--- src/rtl/if_fetch_ctrl_if.sv ---
// Instruction-memory request/response bus for the fetch sequencer.
//   req   : fetch request, held with addr until ack
//   addr  : fetch address
//   ack   : request complete, rdata valid this cycle (may coincide with req)
//   rdata : fetched instruction
// master = fetch controller, slave = instruction memory.
interface if_fetch_ctrl_if;
    logic        req;
    logic [31:0] addr;
    logic        ack;
    logic [31:0] rdata;

    modport master (output req, addr, input  ack, rdata);
    modport slave  (input  req, addr, output ack, rdata);
endinterface

--- src/rtl/if_fetch_ctrl.sv ---
// Instruction-fetch sequencer for the 5-stage pipeline. It owns the fetch PC,
// drives the imem handshake and produces pc/instr plus stall/flush for IF/ID.
// Ports:
//   clk_i, rst_n_i         clock, async active-low reset
//   hazard_stall_i         load-use stall, IF/ID must hold
//   redirect_i/_pc_i       taken branch/jump from ID and its target
//   imem (master)          req/addr out, ack/rdata in
//   pc_o, instr_o          IF/ID pc and instruction inputs
//   ifid_stall_o/_flush_o  IF/ID controls
//   bubble_cnt_o           saturating count of fetch-starved bubbles
module if_fetch_ctrl #(
    parameter logic [31:0] RESET_PC = 32'h0000_0000
) (
    input  logic                   clk_i,
    input  logic                   rst_n_i,
    input  logic                   hazard_stall_i,
    input  logic                   redirect_i,
    input  logic [31:0]            redirect_pc_i,
    if_fetch_ctrl_if.master        imem,
    output logic [31:0]            pc_o,
    output logic [31:0]            instr_o,
    output logic                   ifid_stall_o,
    output logic                   ifid_flush_o,
    output logic [15:0]            bubble_cnt_o
);

    typedef enum logic [1:0] {ST_START, ST_FETCH, ST_DROP, ST_HOLD} state_e;

    state_e      state_q, state_d;
    logic [31:0] pc_q, pc_d;
    logic [31:0] drop_addr_q, drop_addr_d;
    logic [31:0] buf_pc_q, buf_pc_d;
    logic [31:0] buf_instr_q, buf_instr_d;
    logic [15:0] bubble_cnt_q, bubble_cnt_d;
    logic        deliver;

    always_comb begin
        state_d      = state_q;
        pc_d         = pc_q;
        drop_addr_d  = drop_addr_q;
        buf_pc_d     = buf_pc_q;
        buf_instr_d  = buf_instr_q;
        bubble_cnt_d = bubble_cnt_q;
        imem.req     = 1'b0;
        imem.addr    = pc_q;
        deliver      = 1'b0;
        pc_o         = pc_q;
        instr_o      = 32'h0;
        ifid_stall_o = 1'b0;
        ifid_flush_o = 1'b0;

        case (state_q)
            ST_START: state_d = ST_FETCH;
            ST_FETCH: begin
                imem.req = 1'b1;
                if (imem.ack) begin
                    if (redirect_i) begin
                        // Fetched word is on the wrong path; drop it.
                        pc_d = redirect_pc_i;
                    end else begin
                        pc_d = pc_q + 32'd4;
                        if (hazard_stall_i) begin
                            // IF/ID is frozen; park the word until it can move.
                            buf_pc_d    = pc_q;
                            buf_instr_d = imem.rdata;
                            state_d     = ST_HOLD;
                        end else begin
                            deliver = 1'b1;
                            instr_o = imem.rdata;
                        end
                    end
                end else if (redirect_i) begin
                    // Request can't be withdrawn; keep it on the bus until ack.
                    drop_addr_d = pc_q;
                    pc_d        = redirect_pc_i;
                    state_d     = ST_DROP;
                end
            end
            ST_DROP: begin
                imem.req  = 1'b1;
                imem.addr = drop_addr_q;
                if (redirect_i) pc_d = redirect_pc_i;
                if (imem.ack)   state_d = ST_FETCH;
            end
            ST_HOLD: begin
                if (redirect_i) begin
                    pc_d    = redirect_pc_i;
                    state_d = ST_FETCH;
                end else if (!hazard_stall_i) begin
                    deliver = 1'b1;
                    pc_o    = buf_pc_q;
                    instr_o = buf_instr_q;
                    state_d = ST_FETCH;
                end
            end
            default: state_d = ST_START;
        endcase

        if (redirect_i) begin
            ifid_flush_o = 1'b1;
        end else if (hazard_stall_i) begin
            ifid_stall_o = 1'b1;
        end else if (!deliver) begin
            ifid_flush_o = 1'b1;
            // The post-reset cycle is a bubble but not a starved one.
            if (state_q != ST_START && bubble_cnt_q != 16'hFFFF)
                bubble_cnt_d = bubble_cnt_q + 16'd1;
        end
    end

    assign bubble_cnt_o = bubble_cnt_q;

    always_ff @(posedge clk_i or negedge rst_n_i) begin
        if (!rst_n_i) begin
            state_q      <= ST_START;
            pc_q         <= RESET_PC;
            drop_addr_q  <= 32'h0;
            buf_pc_q     <= 32'h0;
            buf_instr_q  <= 32'h0;
            bubble_cnt_q <= 16'h0;
        end else begin
            state_q      <= state_d;
            pc_q         <= pc_d;
            drop_addr_q  <= drop_addr_d;
            buf_pc_q     <= buf_pc_d;
            buf_instr_q  <= buf_instr_d;
            bubble_cnt_q <= bubble_cnt_d;
        end
    end

endmodule

--- src/flat_wrapper.sv ---
// flat-port wrapper written by rule: the top's interface ports become plain ports
module if_fetch_ctrl_flat 
#(
    parameter logic [31:0] RESET_PC = 32'h0000_0000
)
  (clk_i, rst_n_i, hazard_stall_i, redirect_i, redirect_pc_i, pc_o, instr_o, ifid_stall_o, ifid_flush_o, bubble_cnt_o, imem_req, imem_addr, imem_ack, imem_rdata);
  if_fetch_ctrl_if imem_i ();
  input  logic clk_i;
  input  logic rst_n_i;
  input  logic hazard_stall_i;
  input  logic redirect_i;
  input  logic [31:0] redirect_pc_i;
  output logic [31:0] pc_o;
  output logic [31:0] instr_o;
  output logic ifid_stall_o;
  output logic ifid_flush_o;
  output logic [15:0] bubble_cnt_o;
  output wire logic [$bits(imem_i.req)-1:0] imem_req;
  output wire logic [$bits(imem_i.addr)-1:0] imem_addr;
  input wire logic [$bits(imem_i.ack)-1:0] imem_ack;
  input wire logic [$bits(imem_i.rdata)-1:0] imem_rdata;
  assign imem_req = imem_i.req;
  assign imem_addr = imem_i.addr;
  assign imem_i.ack = imem_ack;
  assign imem_i.rdata = imem_rdata;
  if_fetch_ctrl #(.RESET_PC(RESET_PC)) u_core (.clk_i(clk_i), .rst_n_i(rst_n_i), .hazard_stall_i(hazard_stall_i), .redirect_i(redirect_i), .redirect_pc_i(redirect_pc_i), .imem(imem_i), .pc_o(pc_o), .instr_o(instr_o), .ifid_stall_o(ifid_stall_o), .ifid_flush_o(ifid_flush_o), .bubble_cnt_o(bubble_cnt_o));
endmodule
--- config.mk ---
export PLATFORM = sky130hd
export DESIGN_NAME = if_fetch_ctrl_flat
export DESIGN_NICKNAME = d
export VERILOG_FILES = /design/src/rtl/if_fetch_ctrl_if.sv /design/src/rtl/if_fetch_ctrl.sv /design/src/flat_wrapper.sv
export SDC_FILE = /design/constraint.sdc
export NUM_CORES = 1
export LEC_CHECK = 0
export BUFFER_PORTS_ARGS = -buffer_cell sky130_fd_sc_hd__buf_2
export CORE_UTILIZATION = 33
export DETAILED_ROUTE_END_ITERATION = 6
export PLACE_DENSITY = 0.56
export SKIP_CTS_REPAIR_TIMING = 1
export SLEW_MARGIN = 20
export SYNTH_ARGS = -nofsm -noshare
export SYNTH_HDL_FRONTEND = slang
export SYNTH_SLANG_ARGS = --single-unit
--- constraint.sdc ---
create_clock -name clk_i -period 2.8 [get_ports clk_i]
set_input_delay 0 -clock clk_i [delete_from_list [all_inputs] [get_ports clk_i]]
set_output_delay 0 -clock clk_i [all_outputs]
set_load 0.005 [all_outputs]
==> metrics.csv <==
stage,metric,value,unit
drt,route.detailed.drc,0,
synth,ys_seq_area_share,47.53,%
synth,yosysUniqueCellTypes,51,
setup_path,cp-end-kind,register,
synth,synth_ff_type,dfrtp_1,
drt,postRouteAntennaNets,0,
setup_path,crit_fanout,7,
cts,cts_buffer_depth,2,
floorplan,rows,55,
drt,drt_iter0_drc,306,
floorplan,core,22710,um2
cts,numCtsBuffers,17,
cts,cts_tree,built,
global_routing,grt_pass1_wl,33390,um
final_layout,nFillCells,2161,
run_status,status,completed,
place,port_buffers,183,
drt,routed_via_density,5.128,
synth,synthArstFlopShare,100.0,%
setup_path,path_class,reg -> reg,
timing,fmax,394.2,MHz
global_routing,grt_usage,17.84,%
synth,synth_nets,781,
drt,via_count,6312,
place,globalplace.congestion,0.8180,
power,power_density,917.9,nW/um2
synth,synth-edff-count,0,
cts,ctsHtreeMaxLevel,4,
min_path,hold_class,in -> async,
cts,clk_pin_slew,0.06,ns
final_layout,fin_nets,1010,
place,dp_hpwl,14480,um
synth,ys_ff_latch,146,
global_routing,grt_pass1_vias,5969,
global_routing,overflow,0,
synth,syn_area_per_cell,10.90,um2
timing,drv_slew,0,
power,power.leakage,4.670,nW
global_routing,antenna_found_initial,1,
cts,cts_root_buffer,clkbuf_16,
synth,yosys_warnings,0,
setup_path,crit_arrival,2.88,ns
drt,totalWireLength,21220,um
final_layout,final_cell_mix,"182 x buf_2, 146 x dfrtp_1, 141 x mux2_2, 65 x dlygate4sd3_1, 64 x nand2_1",
floorplan,die_h,154.6,um
power,ir_drop,0.4560,mV
final_layout,drive_above_1_share,40.95,%
global_routing,met3_usage,3.895,%
drt,first_pass_iters,4,
timing,rsz0062_at_grt,false,
timing,fin_skew,0.01141,ns
synth,syn_inst,705,
power,p_total,9.405,mW
synth,synth_area,7686,um2
run,max_cap_violations,0,
cts,clock-sinks,146,
setup_path,worstPathRequired,3.14,ns
global_routing,met1_usage,24.30,%
timing,relSlewSlack,30.37,%
timing,worstMarginPinSlew,1.041,ns
global_routing,top_usage_layer,met2,
timing,setup_tns,0,ns
timing,fin_crit,2.537,ns
floorplan,initial_utilization,33.85,%
drt,wl_per_cell,17.23,um
timing,setup_viol,0,
setup_path,cp-start-kind,register,
floorplan,ioPinCount,184,
final_layout,final_common_cell,buf_2,
global_routing,grt_max_degree,54,
floorplan,die-width,154.6,um
timing,hold_violations,0,
final_layout,area_growth,33.31,%
cts,clk_latency,0.41,ns
global_routing,grt_util_met2,28.57,%
timing,post-route-period-util,90.60,%
floorplan,die-area,23910,um2
## sequential cells by signal (all words and copies together), names as in the netlist
name / count
u_core.buf_instr_q: 32
u_core.buf_pc_q: 32
u_core.drop_addr_q: 32
u_core.pc_q: 32
u_core.bubble_cnt_o: 16
u_core.state_q: 2
## per-stage QoR
step / util (%) / instance area (um2) / hold WS [ns] / instances / setup slack (ns)
after floorplan: - / 7686 / -0.2956 / 705 / 0.2843
after global placement: 39.49 / 8969 / -0.01041 / 1135 / 0.3091
after detailed placement: 39.49 / 8969 / -0.005959 / 1135 / 0.2913
after CTS: 42.24 / 9593 / -0.4567 / 1165 / 0.2779
after global routing: 45.12 / 10250 / 0.1196 / 1231 / 0.1908
final: 45.12 / 10250 / 0.1004 / 1231 / 0.2631
## cells in the mapped netlist (2+ instances only)
library cell | n | area (um2)
or4_1 | 5 | 37.54
nand2_1 | 65 | 244.0
and2_1 | 3 | 18.77
and3_1 | 7 | 43.79
dfrtp_1 | 146 | 3654
or3_1 | 3 | 18.77
a221o_1 | 2 | 20.02
mux2i_1 | 11 | 110.1
xnor2_1 | 13 | 113.9
a21o_1 | 2 | 15.01
o21a_1 | 2 | 15.01
nor2_1 | 22 | 82.58
nor3_1 | 5 | 25.02
nand2b_1 | 2 | 12.51
buf_1 | 8 | 30.03
ha_1 | 7 | 87.58
o31a_1 | 2 | 17.52
a21oi_1 | 18 | 90.09
nor4_1 | 7 | 43.79
a22o_1 | 32 | 280.3
clkbuf_1 | 52 | 195.2
a22oi_1 | 15 | 112.6
mux2_2 | 141 | 1588
a31oi_1 | 4 | 25.02
o311ai_0 | 6 | 52.55
xor2_1 | 2 | 17.52
inv_1 | 11 | 41.29
o21ai_0 | 31 | 155.2
o22ai_1 | 10 | 62.56
and4_1 | 6 | 52.55
nor2b_1 | 4 | 25.02
nand3_1 | 22 | 110.1
nand4_1 | 19 | 118.9
o211ai_1 | 3 | 22.52
## worst paths after layout
| kind | startpoint | to | slack [ns] | cells after the start |
|---|---|---|---|---|
| worst max-delay path | u_core.state_q[0] | u_core.pc_q[30] | 0.26 | 6 |
| worst min-delay path | rst_n_i | u_core.buf_instr_q[16] | 0.10 | 2 |
| worst max register to register | u_core.state_q[0] | u_core.pc_q[30] | 0.26 | 6 |
| max in group asynchronous | rst_n_i | u_core.pc_q[11] | 1.98 | 3 |
| min in group clk_i | hazard_stall_i | u_core.bubble_cnt_o[8] | 0.10 | 5 |
| worst min register to register | u_core.buf_pc_q[31] | u_core.buf_pc_q[31] | 0.48 | 2 |
## critical path, stage by stage, from the launching register on
cell	delay [ns]
dfrtp_1	0.40
ha_1	0.28
or3b_1	0.40
or3_1	0.38
or4_4	0.52
or4_1	0.40
nand3_1	0.09
## kinds of logic (layout without fill, tap and decap cells)
| group | count (synthesis) | in the layout | share of synthesized area [%] |
|---|---|---|---|
| AOI/OAI and AO/OA | 133 | 133 | 12.06 |
| xor gates and xnor gates | 15 | 15 | 1.709 |
| adders and majority gates | 7 | 7 | 1.139 |
| buffers and inverters | 73 | 313 | 3.630 |
| DFF | 146 | 146 | 47.53 |
| muxes | 152 | 152 | 22.09 |
| other | 0 | 1 | 0 |
| and+or+nand+nor | 179 | 179 | 11.83 |
## cell type report
| cell class | instances | area, um2 | area share, % |
|---|---|---|---|
| clock buffers | 20 | 466.7 | 4.555 |
| repair buffers | 272 | 1790 | 17.47 |
| flip-flops and latches | 146 | 3654 | 35.66 |
| inverters | 11 | 41.29 | 0.4030 |
| multi-input cells | 486 | 3777 | 36.87 |
| well taps | 285 | 356.6 | 3.480 |
| diodes | 1 | 2.502 | 0.02442 |
| clock inverters | 10 | 157.7 | 1.539 |
## per-layer routing
metal	vias to the layer above	routed length (um)
met1	3084	10040
met2	164	10090
met4	0	272
met3	19	811
met5	-	0
li1	3045	-
## power breakdown
| part | leakage [nW] | internal (mW) | switching, mW |
|---|---|---|---|
| combinational | 2.59 | 1.76 | 1.48 |
| sequential | 1.77 | 3.00 | 0.729 |
| clock | 0.311 | 1.55 | 0.885 |
(Power assumes the default switching activity.)
